$ cat config.mk
export PLATFORM = sky130hd
export DESIGN_NAME = timer_sink
export DESIGN_NICKNAME = d
export VERILOG_FILES = /design/src/rtl/timer_sink_pkg.sv /design/src/rtl/timer_sink_bin2bcd_seq.sv /design/src/rtl/timer_sink.sv
export SDC_FILE = /design/constraint.sdc
export NUM_CORES = 1
export LEC_CHECK = 0
export CAP_MARGIN = 20
export CELL_PAD_IN_SITES_DETAIL_PLACEMENT = 0
export CELL_PAD_IN_SITES_GLOBAL_PLACEMENT = 2
export CORE_UTILIZATION = 37
export DETAILED_ROUTE_END_ITERATION = 12
export PLACE_DENSITY = 0.88
export SLEW_MARGIN = 0
export SYNTH_ARGS = -nofsm -noshare
export SYNTH_HDL_FRONTEND = slang
export SYNTH_SLANG_ARGS = --single-unit
$ cat constraint.sdc
create_clock -name clk -period 2.01 [get_ports clk]
set_input_delay 0.603 -clock clk [delete_from_list [all_inputs] [get_ports clk]]
set_output_delay 0.603 -clock clk [all_outputs]
set_load 0.01 [all_outputs]
$ cat src/rtl/timer_sink_pkg.sv
// Shared parameters and state encodings for the timer sink and its BCD converter.
package timer_sink_pkg;

    localparam int DATA_W_DEF = 16;
    localparam int DIGITS_DEF = 5;

    typedef enum logic {
        IDLE = 1'b0,
        RUN  = 1'b1
    } ctrl_state_t;

    typedef enum logic [1:0] {
        CV_IDLE  = 2'd0,
        CV_SHIFT = 2'd1,
        CV_DONE  = 2'd2
    } cv_state_t;

    // Double-dabble digit correction applied before every shift.
    function automatic logic [3:0] dd_adj(input logic [3:0] d);
        return (d >= 4'd5) ? d + 4'd3 : d;
    endfunction

endpackage

$ cat src/rtl/timer_sink_bin2bcd_seq.sv
// Sequential binary-to-BCD converter: one shift-add-3 step per clock.
// load is accepted in CV_IDLE and CV_DONE; state is exposed for observation.
module bin2bcd_seq
    import timer_sink_pkg::*;
#(
    parameter int DATA_W = DATA_W_DEF,
    parameter int DIGITS = DIGITS_DEF
) (
    input  logic                  clk,
    input  logic                  rst,
    input  logic                  load,
    input  logic [DATA_W-1:0]     data_in,
    output logic [4*DIGITS-1:0]   bcd_out,
    output logic                  done,
    output cv_state_t             state
);

    localparam int               CNT_W    = $clog2(DATA_W + 1);
    localparam logic [CNT_W-1:0] CNT_INIT = CNT_W'(DATA_W);
    localparam logic [CNT_W-1:0] CNT_LAST = CNT_W'(1);

    cv_state_t              state_q;
    cv_state_t              state_d;
    logic [DATA_W-1:0]      shift_reg;
    logic [4*DIGITS-1:0]    bcd_acc;
    logic [4*DIGITS-1:0]    bcd_adj;
    logic [CNT_W-1:0]       bit_cnt;

    assign state = state_q;

    always_comb begin
        bcd_adj = bcd_acc;
        for (int i = 0; i < DIGITS; i++) begin
            bcd_adj[4*i +: 4] = dd_adj(bcd_acc[4*i +: 4]);
        end
    end

    always_comb begin
        state_d = state_q;
        case (state_q)
            CV_IDLE:  if (load) state_d = CV_SHIFT;
            CV_SHIFT: if (bit_cnt == CNT_LAST) state_d = CV_DONE;
            CV_DONE:  state_d = load ? CV_SHIFT : CV_IDLE;
            default:  state_d = CV_IDLE;
        endcase
    end

    always_ff @(posedge clk or negedge rst) begin
        if (!rst) begin
            state_q <= CV_IDLE;
        end else begin
            state_q <= state_d;
        end
    end

    always_ff @(posedge clk or negedge rst) begin
        if (!rst) begin
            shift_reg <= '0;
            bcd_acc   <= '0;
            bit_cnt   <= '0;
            bcd_out   <= '0;
            done      <= 1'b0;
        end else begin
            done <= 1'b0;
            case (state_q)
                CV_IDLE: begin
                    if (load) begin
                        shift_reg <= data_in;
                        bcd_acc   <= '0;
                        bit_cnt   <= CNT_INIT;
                    end
                end
                CV_SHIFT: begin
                    // Top bit of the corrected accumulator is always zero when 10^DIGITS covers the range.
                    bcd_acc   <= {bcd_adj[4*DIGITS-2:0], shift_reg[DATA_W-1]};
                    shift_reg <= {shift_reg[DATA_W-2:0], 1'b0};
                    bit_cnt   <= bit_cnt - CNT_LAST;
                end
                CV_DONE: begin
                    bcd_out <= bcd_acc;
                    done    <= 1'b1;
                    if (load) begin
                        shift_reg <= data_in;
                        bcd_acc   <= '0;
                        bit_cnt   <= CNT_INIT;
                    end
                end
                default: ;
            endcase
        end
    end

endmodule

$ cat src/rtl/timer_sink.sv
// Timer interface consumer: start/stop edge detect, run control, sample capture
// with a one-deep pending slot, and BCD conversion for the display path.
module timer_sink
    import timer_sink_pkg::*;
#(
    parameter int DATA_W = DATA_W_DEF,
    parameter int DIGITS = DIGITS_DEF
) (
    input  logic                  clk,
    input  logic                  rst,
    input  logic                  start,
    input  logic                  stop,
    input  logic                  t_valid,
    input  logic [DATA_W-1:0]     t_out,
    output logic                  t_en,
    output logic [4*DIGITS-1:0]   bcd_out,
    output logic                  bcd_valid,
    output logic                  busy,
    output logic                  overrun
);

    logic              start_prev;
    logic              stop_prev;
    logic              start_edge;
    logic              stop_edge;
    ctrl_state_t       ctrl_q;
    ctrl_state_t       ctrl_d;
    logic              go_run;

    cv_state_t         cv_state;
    logic              cv_idle;
    logic              cv_done;
    logic              pending_full;
    logic [DATA_W-1:0] pending_data;
    logic              drain;
    logic              direct;
    logic              conv_load;
    logic [DATA_W-1:0] conv_data;
    logic              overrun_set;

    assign start_edge = start & ~start_prev;
    assign stop_edge  = stop & ~stop_prev;

    always_comb begin
        ctrl_d = ctrl_q;
        if (stop_edge) begin
            ctrl_d = IDLE;
        end else if (start_edge && ctrl_q == IDLE) begin
            ctrl_d = RUN;
        end
    end

    assign go_run = (ctrl_q == IDLE) && (ctrl_d == RUN);

    always_ff @(posedge clk or negedge rst) begin
        if (!rst) begin
            start_prev <= 1'b0;
            stop_prev  <= 1'b0;
            ctrl_q     <= IDLE;
            t_en       <= 1'b0;
        end else begin
            start_prev <= start;
            stop_prev  <= stop;
            ctrl_q     <= ctrl_d;
            t_en       <= (ctrl_d == RUN);
        end
    end

    assign cv_idle = (cv_state == CV_IDLE);
    assign cv_done = (cv_state == CV_DONE);

    // A pending sample is handed over whenever the converter can accept a load.
    assign drain       = pending_full & (cv_idle | cv_done);
    assign direct      = t_valid & cv_idle & ~pending_full;
    assign conv_load   = drain | direct;
    assign conv_data   = drain ? pending_data : t_out;
    assign overrun_set = t_valid & pending_full & ~drain;

    always_ff @(posedge clk or negedge rst) begin
        if (!rst) begin
            pending_full <= 1'b0;
            pending_data <= '0;
            overrun      <= 1'b0;
        end else begin
            if (t_valid && !direct) begin
                pending_full <= 1'b1;
                pending_data <= t_out;
            end else if (drain) begin
                pending_full <= 1'b0;
            end
            if (go_run) overrun <= 1'b0;
            if (overrun_set) overrun <= 1'b1;
        end
    end

    assign busy = ~cv_idle | pending_full;

    bin2bcd_seq #(
        .DATA_W (DATA_W),
        .DIGITS (DIGITS)
    ) u_conv (
        .clk     (clk),
        .rst     (rst),
        .load    (conv_load),
        .data_in (conv_data),
        .bcd_out (bcd_out),
        .done    (bcd_valid),
        .state   (cv_state)
    );

endmodule

==> results of run 1 <==
layout by cell type, fill, tap and decap left out, drive strengths merged, types with 4 or more instances in the layout:
| master | instances |
|---|---|
| clkbuf | 10 |
| nor2 | 6 |
| nor2b | 8 |
| o21ai | 43 |
| ha | 12 |
| o311ai | 5 |
| buf | 16 |
| mux2 | 31 |
| mux2i | 15 |
| dfrtp | 85 |
| nand2 | 52 |
| o22ai | 6 |
| o221ai | 5 |
| o2111ai | 10 |
| nand3 | 8 |
| a22oi | 6 |
| xnor2 | 4 |
| inv | 29 |
| o21a | 5 |
| o32ai | 4 |
| clkdlybuf4s50 | 42 |
power groups by stage:
stage                     logic (mW)  registers [mW]  clock network [mW]
after detailed placement        2.73            2.65                   0
after global placement          2.67            2.63                   0
final                           2.69            2.61                1.35
after floorplan                 1.88            2.65                   0
after CTS                       2.74            2.62                1.40
after global routing            3.05            2.69                1.48
worst max-delay path, stage by stage, from the launching register on:
cell,delay [ns]
dfrtp_1,0.38
or3_4,0.41
buf_2,0.16
repair_timing:
item | in CTS | in global routing
pin swaps | 0 | 0
hold endpoints to repair | 0 | 0
resized for setup | 3 | 1
endpoints found under the setup margin | 1 | 1
hold buffers | 0 | 0
cell type report:
class / instances / area, sq um / share of cell area
Sequential cell: 85 / 2127 / 0.4351
Multi-Input combinational cell: 241 / 1705 / 0.3489
Clock inverter: 6 / 93.84 / 0.01920
Inverter: 27 / 101.3 / 0.02073
Clock buffer: 10 / 127.6 / 0.02611
Timing Repair Buffer: 58 / 563.0 / 0.1152
Tap cell: 136 / 170.2 / 0.03481
layer usage:
| metal | vias to the layer above | part of all wire | GRT usage | routed length [um] |
|---|---|---|---|---|
| li1 | 1420 | - | - | - |
| met1 | 1365 | 0.49 | 0.2030 | 3745 |
| met2 | 41 | 0.47 | 0.2313 | 3618 |
| met3 | 7 | 0.031 | 0.04073 | 237 |
| met4 | 0 | 0.010 | 0.04697 | 79 |
| met5 | - | 0 | 0 | 0 |
worst max-delay path by stage:
stage | endpoint | slack (ns) | depth (start not counted)
after floorplan | pending_data[10]$_DFFE_PN0P_ | 0.49 | 4
after global placement | u_conv.shift_reg[6]$_DFFE_PN0P_ | 0.07 | 5
after detailed placement | u_conv.shift_reg[1]$_DFFE_PN0P_ | 0.04 | 5
after CTS | busy | 0.005 | 2
after global routing | busy | 0.07 | 2
final | busy | 0.12 | 2
logic make-up after synthesis:
family / synth area share
XOR/XNOR: 0.01082
adder cells (fa/ha/maj): 0.03708
AND/OR/NAND/NOR: 0.09642
flip-flops: 0.5253
multiplexers: 0.1233
buffers and inverters: 0.05346
AO/OA/AOI/OAI: 0.1536
stage by stage:
stage / cell area [sq um] / total power, mW
after floorplan: 4049 / 4.521
after global placement: 4672 / 5.298
after detailed placement: 4672 / 5.378
after CTS: 4895 / 6.750
after global routing: 4888 / 7.227
final: 4888 / 6.656
==> metrics.txt, run 1 <==
worst slew pin tran 0.3998 ns; Post-CTS Setup Bufs 0; post-route setup slack 0.1187 ns; Die H 106.6 um; Critical Path Start u_conv.state[1]$_DFFE_PN0P_; Worst Clk Skew 0.008840 ns; run status complete, no violations; WP data arrival 1.29 ns; leakage power total 2.193 nW; maximum buffer depth of the clock tree 2; Post-Place Cells 547; top-count cell post-synth dfrtp_1; CTS tree yes; CTS root buffer clkbuf_8; Post-synth EDFFs 0; Commonest cells post-synth dfrtp_1, nand2_1, o21ai_0, inv_1, mux2_2; Setup Total Neg Slack 0 ns; Post-Route WL 7.681 mm; total track usage 0.1493; TritonRoute pass-1 iters 4; vias in the first global route 2767; Yosys reg bits 85; top cell type by total area after synthesis dfrtp_1; Synth Instances 373; internal power 4.261 mW; placeable core area 10460 sq um; PD cells 1362 nW/um^2; IO Pins 45; largest net degree at the start of global routing 42; sequential fraction of the synthesis area 0.5253; Synth Flop Type dfrtp_1; Final Hold Fails 0; Reg power frac 0.393; Worst R2R Setup Slack 0.29 ns; RSZ-0062 raised after global routing no; Initial Utilization 0.3870; CP Capture Type output port; synth warn 0; Async SR Flop Fraction 1.000; worst skew pair latency 0.35 ns; Initial DRC Count 135; final setup violation count 0; # diodes 0; switch share 0.3599; H-tree depth 3; DR WL/cell 13.64 um; worst hold-check path type in -> async; Placer Congestion 0.7571; fin cells 563; Syn Nets 406; reg2reg end u_conv.bit_cnt[3]$_DFFE_PN0P_; FILL cells 1021; top flop regs u_conv.bcd_acc: 20 flops, u_conv.bcd_out: 20 flops; ratio of cells with drive above 1 in the final layout 0.1288; Worst Setup Path Type reg -> out; Synth top area share 0.5253; die area 11370 sq um; NetSw 2.396 mW; critical-path maximum fanout 2; Worst VDD drop 0.7241 mV; Post-Place Setup Slack 0.04255 ns; Clock Power Share 0.204; Max Cap Violations 0; site row count 37; Fmax 528.7 MHz; Synth Area per Inst 10.85 sq um; Area Overhead vs Synth 20.74%; Port Buffers 44; # clock sinks 85; Detail Placement HPWL 5.327 mm; CTS buffer count 9; Mapped Area 4049 sq um; DRC 0; crit start category flop; initial antenna violation count 0; Nets 455; Die Wd 106.6 um; final core occ 0.4672; Via density 5.032; path depth of the worst reg2reg path 5; Slew Limit Fails 0; Critical Path RT 1.41 ns; launch point of the worst reg-to-reg path u_conv.state[0]$_DFFE_PN0P_; GR Overflow Total 0; final worst path period need 1.891 ns; Netlist cell types 42; clock slew at reported path FFs 0.09 ns; DRT antenna net count 0; top cells by area, synth dfrtp_1, o21ai_0, mux2_2, nand2_1, ha_1; Slew headroom 0.7266; period utilization 0.9409; via count 2833; Hold Slack 0.1744 ns; combinational share of power 0.404; first-pass GRT wire length 13.39 mm
Power figures use the tool's default switching activity.
==> inputs of run 2 (changes only) <==
Clock period 2.01 ns to 2.1 ns, I/O delays scaled along.
==> metrics.txt, run 2 (synthesis gave the netlist of run 1 again) <==
worst skew pair latency 0.35 ns (about the same); Initial DRC Count 105 (-22%); worst slew pin tran 0.4199 ns (+0.02009 ns); FILL cells 1022 (+0.098%); GR Overflow Total 0 (unchanged); largest net degree at the start of global routing 42 (unchanged); DR WL/cell 13.81 um (+1.2%); final instance area 4862 sq um (-0.54%); CTS Hold Bufs 0 (unchanged); Worst Clk Skew 0.008846 ns (+0.000005330 ns); Fmax 493.2 MHz; Setup Total Neg Slack 0 ns (unchanged); DRT antenna net count 0 (unchanged); DRC 0 (unchanged); TritonRoute pass-1 iters 4 (unchanged); met3 usage 0.02979 (-0.01094); clock slew at reported path FFs 0.09 ns (about the same); critical-path maximum fanout 2 (unchanged); met1 global-route usage 0.1850 (-0.01799); Worst Setup Path Type reg -> out; Slew Limit Fails 0 (unchanged); dpl cell area 4664 sq um (-0.16%); Final Hold Fails 0 (unchanged); H-tree depth 3 (unchanged); Initial Utilization 0.3870 (unchanged); IO Pins 45 (unchanged); top flop regs u_conv.bcd_acc: 20 flops, u_conv.bcd_out: 20 flops; ratio of cells with drive above 1 in the final layout 0.1268 (-0.002045); CP Capture Type output port; die area 11370 sq um (unchanged); final core occ 0.4647 (-0.002512); CTS buffer count 9 (unchanged); Die H 106.6 um (unchanged); Critical Path RT 1.47 ns (+0.06 ns); Placer Congestion 0.7384 (-2.5%); Detail Placement HPWL 5.219 mm (-2.0%); most frequent cells in the layout dfrtp_1, nand2_1, o21ai_0; Area Overhead vs Synth 20.09%; via count 2844 (+0.39%); grt met2 use 0.2618 (+0.03041); site row count 37 (unchanged); # diodes 0 (unchanged); maximum buffer depth of the clock tree 2 (unchanged); final setup violation count 0 (unchanged); final worst path period need 2.027 ns; Nets 454 (-0.22%); Post-Route WL 7.761 mm (+1.0%); placeable core area 10460 sq um (unchanged); Post-Place Setup Slack 0.1089 ns (+0.06632 ns); Max Cap Violations 0 (unchanged); commonest non-fill, non-tap cell in the layout dfrtp_1; CTS root buffer clkbuf_8; Post-CTS Setup Bufs 0 (unchanged); total track usage 0.1496 (+0.0003165); crit start category flop; Slew headroom 0.7201 (-0.006500); WP data arrival 1.40 ns (+0.11 ns); RSZ-0062 raised after global routing no; leakage power total 2.183 nW (-0.44%); first-pass GRT wire length 13.59 mm (+1.5%); post-route setup slack 0.07252 ns (-0.04619 ns); Via density 5.060 (+0.57%); worst hold-check path type in -> async; initial antenna violation count 0 (unchanged); run status complete, no violations; Port Buffers 44 (unchanged); PD cells 1285 nW/um^2 (-5.6%); # clock sinks 85 (unchanged); vias in the first global route 2903 (+4.9%); GRT busiest layer met2; Pwr Total 6.249 mW (-6.1%); Worst VDD drop 0.4556 mV (-37%); Die Wd 106.6 um (unchanged); CTS tree yes; period utilization 0.9655
## run 2: cell count changes in the layout (fill, tap and decap cells not counted)
cell and change:
clkinv_2 +2, buf_2 -1, buf_4 -1, bufinv_16 -1, clkbuf_1 -1, clkdlybuf4s15_1 +1
## run 2: final timing paths
check                      cells after the start  slack (ns)                           from                             end
hold reg to reg                                2        0.48  u_conv.bcd_out[6]$_DFFE_PN0N_   u_conv.bcd_out[6]$_DFFE_PN0N_
setup reg to reg                               4        0.33    u_conv.state[0]$_DFFE_PN0P_  u_conv.bcd_acc[18]$_DFFE_PN0P_
max in group asynchronous                      2        1.38                            rst   u_conv.bit_cnt[3]$_DFFE_PN0P_
hold / removal                                 1        0.18                            rst  u_conv.bcd_out[14]$_DFFE_PN0N_
setup / recovery                               2        0.07    u_conv.state[1]$_DFFE_PN0P_                            busy
min in group clk                               2        0.48  u_conv.bcd_out[6]$_DFFE_PN0N_   u_conv.bcd_out[6]$_DFFE_PN0N_
## run 2: power breakdown
group / switching [mW] / internal, mW
logic: 1.36 / 1.21
clock network: 0.614 / 0.556
registers: 0.332 / 2.18
total: 2.30 / 3.95
## run 2: critical path, cell delays in order, from the launching register on
cell	delay (ns)
dfrtp_1	0.39
or3_4	0.42
clkdlybuf4s15_1	0.25
## run 2: final cells by class
cell class / instances / area, sq um / share of cell area
sequential: 85 / 2127 / 0.4375
multi-input combinational: 241 / 1705 / 0.3507
timing repair buffer: 57 / 560.5 / 0.1153
tap: 136 / 170.2 / 0.03500
clock buffer: 9 / 123.9 / 0.02548
inverter: 27 / 101.3 / 0.02084
clock inverter: 7 / 73.82 / 0.01518
## run 2: timing repair
action / in CTS / in global routing
gates resized for setup: 2 / 0
hold endpoints to repair: 0 / 0
endpoints found under the setup margin: 1 / 0
## run 2: metal layers
layer | vias up | routed length [um]
li1 | 1418 | -
met1 | 1370 | 3553
met2 | 52 | 3928
met3 | 4 | 235
met4 | 0 | 44
met5 | - | 0
## run 2: per-stage QoR
step	hold WS [ns]	instances
finish	0.1829	562
global route	0.1830	562
CTS	0.1792	562
detailed placement	0.4691	546
global placement	0.4608	546
floorplan	0.3344	373
